===== config.mk =====
export PLATFORM = sky130hd
export DESIGN_NAME = time_entry
export DESIGN_NICKNAME = d
export VERILOG_FILES = /design/src/rtl/time_entry_pkg.sv /design/src/rtl/time_entry_btn_debounce.sv /design/src/rtl/time_entry.sv
export SDC_FILE = /design/constraint.sdc
export NUM_CORES = 1
export LEC_CHECK = 0
export CAP_MARGIN = 20
export CELL_PAD_IN_SITES_DETAIL_PLACEMENT = 2
export CELL_PAD_IN_SITES_GLOBAL_PLACEMENT = 2
export CORE_MARGIN = 3
export CORE_UTILIZATION = 38
export DETAILED_ROUTE_END_ITERATION = 12
export PLACE_DENSITY_LB_ADDON = 0.1
export SYNTH_ARGS = -nofsm -noshare
export SYNTH_HDL_FRONTEND = slang
export SYNTH_SLANG_ARGS = --single-unit
export TNS_END_PERCENT = 1

===== constraint.sdc =====
create_clock -name clk_100MHz -period 4.53 [get_ports clk_100MHz]
set_clock_uncertainty 0.2 [all_clocks]
set_input_delay 0.906 -clock clk_100MHz [delete_from_list [all_inputs] [get_ports clk_100MHz]]
set_output_delay 0.906 -clock clk_100MHz [all_outputs]
set_load 0.01 [all_outputs]

===== src/rtl/time_entry_pkg.sv =====
// Shared encodings for the stopwatch time-entry block: field select codes,
// FSM states, per-field BCD limits and the wrap-around BCD step helper.
package time_entry_pkg;

  localparam logic [1:0] FIELD_SEC100 = 2'd0;
  localparam logic [1:0] FIELD_SEC    = 2'd1;
  localparam logic [1:0] FIELD_MIN    = 2'd2;

  typedef enum logic {
    ST_EDIT = 1'b0,
    ST_HOLD = 1'b1
  } state_e;

  // Field maxima held directly in BCD so they compare against the digit registers.
  localparam logic [7:0] SEC100_MAX = 8'h99;
  localparam logic [7:0] SEC_MAX    = 8'h59;
  localparam logic [7:0] MIN_MAX    = 8'h99;

  function automatic logic [7:0] bcd_step(input logic [7:0] val,
                                          input logic [7:0] max_val,
                                          input logic       up);
    logic [7:0] res;
    res = val;
    if (up) begin
      if (val == max_val) res = 8'h00;
      else if (val[3:0] == 4'd9) res = {val[7:4] + 4'd1, 4'd0};
      else res = {val[7:4], val[3:0] + 4'd1};
    end else begin
      if (val == 8'h00) res = max_val;
      else if (val[3:0] == 4'd0) res = {val[7:4] - 4'd1, 4'd9};
      else res = {val[7:4], val[3:0] - 4'd1};
    end
    return res;
  endfunction

endpackage


===== src/rtl/time_entry_btn_debounce.sv =====
// One pushbutton front end: 2-flop synchronizer, counting debouncer, rising-edge
// press pulse and, when enabled, hold-to-repeat steps merged into the pulse.
module btn_debounce #(
  parameter int DEBOUNCE_CYCLES = 1_000_000,
  parameter bit REPEAT_EN       = 1'b0,
  parameter int REPEAT_DELAY    = 50_000_000,
  parameter int REPEAT_PERIOD   = 10_000_000
) (
  input  logic clk,
  input  logic reset,
  input  logic raw,
  output logic press
);

  localparam int CW = $clog2(DEBOUNCE_CYCLES + 1);
  localparam logic [CW-1:0] CNT_ZERO = {CW{1'b0}};
  localparam logic [CW-1:0] CNT_ONE  = CW'(32'd1);
  localparam logic [CW-1:0] CNT_LAST = CW'(DEBOUNCE_CYCLES - 1);

  logic          meta_r;
  logic          sync_r;
  logic [CW-1:0] cnt_r;
  logic          level_r;
  logic          press_r;
  logic          block_r;
  logic          tick_s;

  // Synchronizer deliberately unreset so a button held through reset is seen as held.
  always_ff @(posedge clk) begin
    meta_r <= raw;
    sync_r <= meta_r;
  end

  // Debounce counter, debounced level and edge pulse; presses stay blocked after reset until a release.
  always_ff @(posedge clk) begin
    if (!reset) begin
      level_r <= 1'b0;
      cnt_r   <= CNT_ZERO;
      press_r <= 1'b0;
      block_r <= 1'b1;
    end else begin
      press_r <= 1'b0;
      if (!level_r && !sync_r) block_r <= 1'b0;
      if (sync_r == level_r) begin
        cnt_r <= CNT_ZERO;
      end else if (cnt_r == CNT_LAST) begin
        level_r <= sync_r;
        cnt_r   <= CNT_ZERO;
        press_r <= sync_r & ~block_r;
      end else begin
        cnt_r <= cnt_r + CNT_ONE;
      end
    end
  end

  if (REPEAT_EN) begin : g_rep
    localparam int RMAX = (REPEAT_DELAY > REPEAT_PERIOD) ? REPEAT_DELAY : REPEAT_PERIOD;
    localparam int RW = $clog2(RMAX + 1);
    localparam logic [RW-1:0] REP_ZERO = {RW{1'b0}};
    localparam logic [RW-1:0] REP_ONE  = RW'(32'd1);
    localparam logic [RW-1:0] DLY_C    = RW'(REPEAT_DELAY);
    localparam logic [RW-1:0] PER_C    = RW'(REPEAT_PERIOD);

    logic [RW-1:0] rep_cnt_r;
    logic          periodic_r;
    logic          hit_s;

    // Repeat step fires when the cycle count since the last step reaches the current interval.
    always_comb begin
      hit_s = 1'b0;
      if (level_r && (rep_cnt_r != REP_ZERO)) begin
        if (periodic_r) hit_s = (rep_cnt_r == PER_C);
        else hit_s = (rep_cnt_r == DLY_C);
      end else begin
        hit_s = 1'b0;
      end
    end

    // Counter only runs after a genuine press, so a blocked level never repeats.
    always_ff @(posedge clk) begin
      if (!reset) begin
        rep_cnt_r  <= REP_ZERO;
        periodic_r <= 1'b0;
      end else if (press_r) begin
        rep_cnt_r  <= REP_ONE;
        periodic_r <= 1'b0;
      end else if (rep_cnt_r != REP_ZERO) begin
        if (!level_r) begin
          rep_cnt_r  <= REP_ZERO;
          periodic_r <= 1'b0;
        end else if (hit_s) begin
          rep_cnt_r  <= REP_ONE;
          periodic_r <= 1'b1;
        end else begin
          rep_cnt_r <= rep_cnt_r + REP_ONE;
        end
      end
    end

    assign tick_s = hit_s;
  end else begin : g_norep
    assign tick_s = 1'b0;
  end

  assign press = press_r | tick_s;

endmodule


===== src/rtl/time_entry.sv =====
// Time-entry front panel: edits a min:sec:sec100 BCD value with debounced buttons
// and hands it off with a one-cycle load pulse, then locks until stop or clear.
module time_entry
  import time_entry_pkg::*;
#(
  parameter int DEBOUNCE_CYCLES = 1_000_000,
  parameter int REPEAT_DELAY    = 50_000_000,
  parameter int REPEAT_PERIOD   = 10_000_000
) (
  input  logic       clk_100MHz,
  input  logic       reset,
  input  logic       increment,
  input  logic       decrement,
  input  logic       place100,
  input  logic       placeSec,
  input  logic       placeMin,
  input  logic       start,
  input  logic       stop,
  input  logic       clear,
  output logic [3:0] min_10s,
  output logic [3:0] min_1s,
  output logic [3:0] sec_10s,
  output logic [3:0] sec_1s,
  output logic [3:0] sec100_10s,
  output logic [3:0] sec100_1s,
  output logic [1:0] field,
  output logic       load,
  output logic       locked
);

  localparam int B_INC   = 0;
  localparam int B_DEC   = 1;
  localparam int B_P100  = 2;
  localparam int B_PSEC  = 3;
  localparam int B_PMIN  = 4;
  localparam int B_START = 5;
  localparam int B_STOP  = 6;
  localparam int B_CLR   = 7;

  logic [7:0] raw_s;
  logic [7:0] step_s;
  logic [7:0] cur_s;
  logic [7:0] lim_s;
  logic [7:0] next_s;
  logic       do_step_s;
  logic       any_nz_s;

  state_e     state_r;
  logic [1:0] field_r;
  logic [7:0] min_r;
  logic [7:0] sec_r;
  logic [7:0] s100_r;
  logic       load_r;
  logic       locked_r;

  assign raw_s = {clear, stop, start, placeMin, placeSec, place100, decrement, increment};

  for (genvar i = 0; i < 8; i++) begin : g_btn
    btn_debounce #(
      .DEBOUNCE_CYCLES(DEBOUNCE_CYCLES),
      .REPEAT_EN      (i < 2),
      .REPEAT_DELAY   (REPEAT_DELAY),
      .REPEAT_PERIOD  (REPEAT_PERIOD)
    ) u_btn (
      .clk  (clk_100MHz),
      .reset(reset),
      .raw  (raw_s[i]),
      .press(step_s[i])
    );
  end

  // One shared BCD stepper fed by whichever field is currently selected.
  always_comb begin
    cur_s = s100_r;
    lim_s = SEC100_MAX;
    case (field_r)
      FIELD_SEC: begin
        cur_s = sec_r;
        lim_s = SEC_MAX;
      end
      FIELD_MIN: begin
        cur_s = min_r;
        lim_s = MIN_MAX;
      end
      default: begin
        cur_s = s100_r;
        lim_s = SEC100_MAX;
      end
    endcase
    next_s = bcd_step(cur_s, lim_s, step_s[B_INC]);
  end

  assign do_step_s = step_s[B_INC] ^ step_s[B_DEC];
  assign any_nz_s  = |{min_r, sec_r, s100_r};

  // EDIT/HOLD state machine owning the digits, field select and registered outputs.
  always_ff @(posedge clk_100MHz) begin
    if (!reset) begin
      state_r  <= ST_EDIT;
      field_r  <= FIELD_SEC100;
      min_r    <= 8'h00;
      sec_r    <= 8'h00;
      s100_r   <= 8'h00;
      load_r   <= 1'b0;
      locked_r <= 1'b0;
    end else begin
      load_r <= 1'b0;
      if (step_s[B_CLR]) begin
        state_r  <= ST_EDIT;
        field_r  <= FIELD_SEC100;
        min_r    <= 8'h00;
        sec_r    <= 8'h00;
        s100_r   <= 8'h00;
        locked_r <= 1'b0;
      end else begin
        case (state_r)
          ST_EDIT: begin
            if (step_s[B_START] && any_nz_s) begin
              load_r   <= 1'b1;
              locked_r <= 1'b1;
              state_r  <= ST_HOLD;
            end else begin
              if (step_s[B_PMIN]) field_r <= FIELD_MIN;
              else if (step_s[B_PSEC]) field_r <= FIELD_SEC;
              else if (step_s[B_P100]) field_r <= FIELD_SEC100;
              // A step lands on the field selected before any same-cycle field change.
              if (do_step_s) begin
                case (field_r)
                  FIELD_SEC: sec_r  <= next_s;
                  FIELD_MIN: min_r  <= next_s;
                  default:   s100_r <= next_s;
                endcase
              end
            end
          end
          ST_HOLD: begin
            if (step_s[B_STOP]) begin
              state_r  <= ST_EDIT;
              locked_r <= 1'b0;
            end
          end
          default: begin
            state_r  <= ST_EDIT;
            locked_r <= 1'b0;
          end
        endcase
      end
    end
  end

  assign min_10s    = min_r[7:4];
  assign min_1s     = min_r[3:0];
  assign sec_10s    = sec_r[7:4];
  assign sec_1s     = sec_r[3:0];
  assign sec100_10s = s100_r[7:4];
  assign sec100_1s  = s100_r[3:0];
  assign field      = field_r;
  assign load       = load_r;
  assign locked     = locked_r;

endmodule


Yosys cells after proc, flatten, opt, wreduce, memory -nomap -nowiden
Index checks and enable logic that the tools add are counted.
{"block": "totals", "word_cells": 245, "reg_bits": 283}
{"block": "op_classes", "bitwise": 39, "n_addsub": 14, "n_eq_ne": 28, "n_mux": 32, "n_reduce_logical": 71}
{"cell": "20-bit by 1-bit adder with 20-bit output (second input constant)", "count": 8}
{"cell": "20-bit == test (second input constant)", "count": 8}
{"cell": "26-bit two-way mux", "count": 4}
{"cell": "26-bit by 1-bit adder with 26-bit output (second input constant)", "count": 2}
{"cell": "26-bit by 24-bit == test with 1-bit output (second input constant)", "count": 2}
{"cell": "26-bit == test (second input constant)", "count": 2}
{"cell": "26-bit nonzero test", "count": 2}
{"cell": "3-bit OR reduction", "count": 17}
{"cell": "8-bit two-way mux", "count": 6}
{"cell": "1-bit inverter", "count": 28}
{"cell": "24-bit OR reduction", "count": 1}
{"cell": "2-bit AND reduction", "count": 11}
{"cell": "1-bit zero test", "count": 16}
{"cell": "1-bit two-way mux", "count": 16}
{"cell": "8-bit case mux with 2 select lines", "count": 1}
{"cell": "4-bit AND reduction", "count": 3}
{"cell": "1-bit logical AND", "count": 11}
{"cell": "4-bit by 1-bit adder with 4-bit output (second input constant)", "count": 2}
{"cell": "1-bit bitwise AND", "count": 8}
{"cell": "1-bit == test", "count": 8}
{"cell": "8-bit == test", "count": 1}
{"cell": "8-bit zero test", "count": 1}
{"cell": "2-bit OR reduction", "count": 4}
{"cell": "4-bit by 1-bit subtractor with 4-bit output (second input constant)", "count": 2}
{"cell": "other kinds (13)", "count": 20}

Logic depth before layout (Yosys ltp)
{"block": "depth", "ltp_word": 7, "mapped_depth": 15, "ltp_nobuf": 12}

Modules after synthesis
A second synthesis with hierarchy kept.
{"block": "unflattened", "cells_unflattened": 1518, "hier_area_um2": 13624.3}
{"module": "btn_debounce at g_btn[2].u_btn ...", "area_per_inst_um2": 1142.3, "cells_each": 121, "n_inst": 6}
{"module": "btn_debounce at g_btn[0].u_btn ...", "area_per_inst_um2": 2434.8, "cells_each": 282, "n_inst": 2}
{"module": "time_entry", "area_per_inst_um2": 1900.6, "cells_each": 228, "n_inst": 1}

Worst setup path before layout
Ideal clock, no wire load.
{"block": "synth_path", "path_kind": "register to register", "startpoint": "register field_r[0] (netlist: field[0])", "endpoint": "register min_r[6]", "stages_incl_launch_ff": 15, "required_time_ns": 4.198, "period_less_slack_ns": 3.433, "path_buffers": 3, "slack_ns": 1.097, "arrival_time_ns": 3.101, "cell_sequence": "dfxtp_1 > inv_1 > ha_1 > clkbuf_1 > buf_1 > a221o_1 > o21ai_0 > ha_1 > nor3b_1 > and2_1 > clkbuf_1 > nor3b_1 > nor2_1 > a32oi_1 > o22ai_1"}
{"block": "synth_via", "elab_chain_cells": 6, "word_cells_on_any_way": 16, "cone_classes": "add/sub (2); eq/ne (4); mux (7); reduce/logical (3)"}
{"element": "start, declared", "line_no": "time_entry.sv:49", "source": "logic [1:0] field_r;"}
{"element": "start signal, assigned", "line_no": "time_entry.sv:100", "source": "field_r <= FIELD_SEC100;"}
{"element": "start signal, assigned", "line_no": "time_entry.sv:110", "source": "field_r <= FIELD_SEC100;"}
{"element": "start signal, assigned", "line_no": "time_entry.sv:123", "source": "if (step_s[B_PMIN]) field_r <= FIELD_MIN;"}
{"element": "2-bit == test / 2-bit by 1-bit == test with 1-bit output (equally long branches)", "line_no": "time_entry.sv:76, time_entry.sv:128"}
{"element": "8-bit case mux with 2 select lines", "line_no": "time_entry.sv:76", "source": "case (field_r)"}
{"element": "4-bit by 1-bit subtractor with 4-bit output (tied with other cells)", "line_no": "time_entry_pkg.sv:30", "source": "else if (val[3:0] == 4'd0) res = {val[7:4] - 4'd1, 4'd9};"}
{"element": "8-bit two-way mux, on equally long branches", "line_no": "time_entry_pkg.sv:30, time_entry_pkg.sv:26"}
{"element": "8-bit two-way mux, on equally long branches", "line_no": "time_entry_pkg.sv:29, time_entry_pkg.sv:25"}
{"element": "8-bit two-way mux", "line_no": "time_entry_pkg.sv:24", "source": "if (up) begin"}
{"element": "end signal, assigned", "line_no": "time_entry.sv:130", "source": "FIELD_MIN: min_r <= next_s;"}
{"element": "end, declared", "line_no": "time_entry.sv:50", "source": "logic [7:0] min_r;"}
Parallel ways exist; a longest one is shown, timed or not.
A chain may end at the register's enable or synchronous reset.

Worst setup path in the final report
Ends and elaborated chain as after synthesis.

==> key figures <==
Status
  – Status: finished clean

Floorplan
  – I/O Pins: 38
  – Die Area: 0.03507 mm^2
  – Die Span Y: 187.3 um
  – Total core area: 0.03196 mm^2
  – Die width: 187.3 um
  – Initial core utilization: 0.3906
  – # rows: 65

Layout
  – Ant. Diodes: 0
  – Layout net count: 1529
  – Fin util: 0.4504
  – Fillers: 3530
  – Design area: 0.01440 mm^2
  – Proportion of layout cells with a drive suffix above 1: 0.05020
  – Seq. cell area: 0.005665 mm^2
  – Area of the multi-input gates: 0.006375 mm^2
  – Area grow syn2layout: 15.30%

Clocking
  – # Post-CTS Setup Buffers: 0
  – Clk root buf: clkbuf_16
  – Post-CTS Hold Buffers: 0
  – CTS sink count: 283
  – Clk slew on worst S/H paths: 0.05 ns
  – Skew-Pair Late Insertion Delay: 0.50 ns
  – Post_cts resized: 0
  – Cts bufs inserted: 34
  – CTS HTree Levels: 2
  – CTS tree: built
  – Max Root-Sink Buffers: 3

Detailed routing
  – Antenna Nets Post-Route: 0
  – DRT iter0 DRCs: 266
  – Pre-antenna DRT Iters: 4
  – Drt drc: 0
  – Vias per cell: 5.192
  – Via count: 10120
  – Routed WL per cell: 16.25 um
  – Routed WL: 31680 um

Global routing
  – Number of global-route vias before repair: 10910
  – Antenna violations before repair: 0
  – First-pass GRT wire length: 54960 um
  – Largest net degree at the start of global routing: 27
  – GRT Resource Usage Total: 0.1820
  – Total congestion overflow: 0

Worst setup path
  – Crit Path Class: flip-flop to flip-flop
  – Setup crit end kind: flip-flop
  – Arrival @ worst endpoint: 4.19 ns
  – Family with the most delay on the worst path: simple AND/OR/NAND/NOR gates
  – CP bufs+invs: 2
  – Max incr delay on CP: 0.66 ns
  – Startpoint types: flip-flop
  – Cell Chain, Critical Path: inv_1 -> ha_1 -> inv_1 -> o21ai_0 -> ha_1 -> nor3b_1 -> and2_1 -> nor3b_1 -> nor2_1 -> a32oi_1 -> o22ai_1
  – Data required time of the critical path: 4.70 ns
  – Critical path fanouts, max: 20
  – Slowest cell on the critical path: ha_1

STA
  – Max Clock Freq: 0.2485 GHz
  – Max-slew violations: 0
  – Worst slew margin: 0.2658
  – Setup TNS: 0 ns
  – Fin. Hold Viols: 0
  – Final setup vio count: 0
  – Minimum clock period: 4.024 ns
  – Final Cycle Share: 0.8882
  – Worst Tran Pin Value: 1.099 ns
  – RSZ-0062 raised after global routing: no

Logic synthesis
  – Sequential share of the synthesized area: 0.4538
  – Synth warnings: 0
  – Mapped Area: 0.01249 mm^2
  – Synthesis-stage register bit count: 283
  – Post-Syn Instances: 1454
  – Avg Cell Area, Syn: 8.587 um^2
  – Prevailing post-synth register cell: dfxtp_1
  – Distinct cells, synth: 62
  – Number of synthesized flops with an enable pin: 0
  – Synthesized Nets: 1492
  – Post-synth ARST share: 0

Power and ir drop
  – P per Cell Area: 368.0 mW/mm^2
  – Worst vdd ir: 268.1 uV
  – Static Leakage: 5.002 nW

Hold path
  – Worst min-delay path class: flip-flop to flip-flop

Place
  – DP HPWL: 22130 um
  – Dpl cell area: 0.01327 mm^2
  – Placer Congestion: 0.7759
  – Buffers on Ports: 37

Run
  – Max Cap Viol: 0
## worst reg2reg max path: stages, from the launching register on
cell and delay, ns:
dfxtp_1 0.37, inv_1 0.06, ha_1 0.66, inv_1 0.18, o21ai_0 0.51, ha_1 0.27, nor3b_1 0.39, and2_1 0.31
nor3b_1 0.41, nor2_1 0.08, a32oi_1 0.32, o22ai_1 0.14
## synth_stat cells, types with 3 or more instances
master	n	area, um^2
nor3b_1	6	45.04
nand4_1	41	256.5
nand2_1	106	397.9
xnor2_1	72	630.6
o211ai_1	4	30.03
mux2i_1	24	240.2
or2_2	3	18.77
nor2_1	268	1006
nand3_1	105	525.5
and3_1	45	281.5
or4_1	3	22.52
o22ai_1	12	75.07
o21ai_1	5	25.02
o21ai_0	32	160.2
a21oi_1	22	110.1
or3_1	16	100.1
dfxtp_1	283	5665
and4_1	7	61.31
a21o_1	3	22.52
nand4b_1	3	26.28
inv_1	73	274.0
nand2b_1	7	43.79
nor4_1	32	200.2
and2_1	6	37.54
nor2b_1	16	100.1
a32oi_1	4	35.03
xor2_1	110	963.4
ha_1	28	350.3
nor3_1	19	95.09
clkbuf_1	38	142.6
nor4b_1	12	105.1
a21boi_0	4	30.03
a221o_1	3	30.03
nor2_2	4	25.02
a221oi_1	4	35.03
a22oi_1	4	30.03
## through the flow
stage / std cells / hold slack, ns / power (mW) / worst slack, ns
final: 1949 / 0.1254 / 5.298 / 0.5064
after global placement: 1889 / 0.1108 / 2.653 / 0.7752
after floorplan: 1454 / 0.1096 / 2.626 / 1.097
after detailed placement: 1889 / 0.1160 / 2.659 / 0.5152
after global routing: 1949 / 0.1439 / 5.532 / 0.03825
after CTS: 1948 / 0.1294 / 5.395 / 0.4957
## layout make-up
cell class | instances | area share
inverters | 73 | 0.01903
well taps | 435 | 0.03781
clock buffers | 46 | 0.06857
multi-input cells | 1055 | 0.4428
clock inverters | 13 | 0.009039
repair buffers | 44 | 0.02920
flip-flops and latches | 283 | 0.3935
## where the power goes
group	switching [mW]	total, mW	internal [mW]
combinational	0.0559	0.0805	0.0246
sequential	0.0126	2.52	2.51
clock	1.05	2.70	1.64
total	1.12	5.30	4.18
## cells in the final DEF (no fill, tap or decap), types with 35 or more instances in the layout
master,synthesis,routed
and3_1,45,45
clkbuf_16,0,35
clkdlybuf4s50_1,0,37
dfxtp_1,283,283
inv_1,73,73
nand2_1,106,106
nand3_1,105,105
nand4_1,41,41
nor2_1,268,268
xnor2_1,72,72
xor2_1,110,110
## cells by family after synthesis
logic type | after synthesis | share of synthesized area
XOR/XNOR | 183 | 0.1299
adder cells (fa/ha/maj) | 28 | 0.02806
AND/OR/NAND/NOR | 707 | 0.2742
AO/OA/AOI/OAI | 112 | 0.05832
flip-flops | 283 | 0.4538
buffers and inverters | 116 | 0.03567
multiplexers | 25 | 0.02014
## path summary, 6_finish.rpt
check / start / end / slack (ns) / depth (start not counted)
hold / removal: g_btn[1].u_btn.meta_r / g_btn[1].u_btn.sync_r / 0.13 / 0
hold reg to reg: g_btn[1].u_btn.meta_r / g_btn[1].u_btn.sync_r / 0.13 / 0
setup reg to reg: field[0] / min_r[6] / 0.51 / 11
setup / recovery: field[0] / min_r[6] / 0.51 / 11
## layer usage
metal / GRT usage / part of all wire
met1: 0.2382 / 0.47
met2: 0.3182 / 0.48
met3: 0.02867 / 0.028
met4: 0.03664 / 0.014
met5: 0 / 0
## state kept, by name, indices dropped and copies added, names as in the netlist, 6 cells and up
signal,flops
g_btn.u_btn.block_r,8
g_btn.u_btn.cnt_r,160
g_btn.u_btn.g_rep.rep_cnt_r,52
g_btn.u_btn.level_r,8
g_btn.u_btn.meta_r,8
g_btn.u_btn.press,6
g_btn.u_btn.sync_r,8
min_r,8
s100_r,8
sec_r,8
Note: power is estimated with default switching activity, not from simulation.
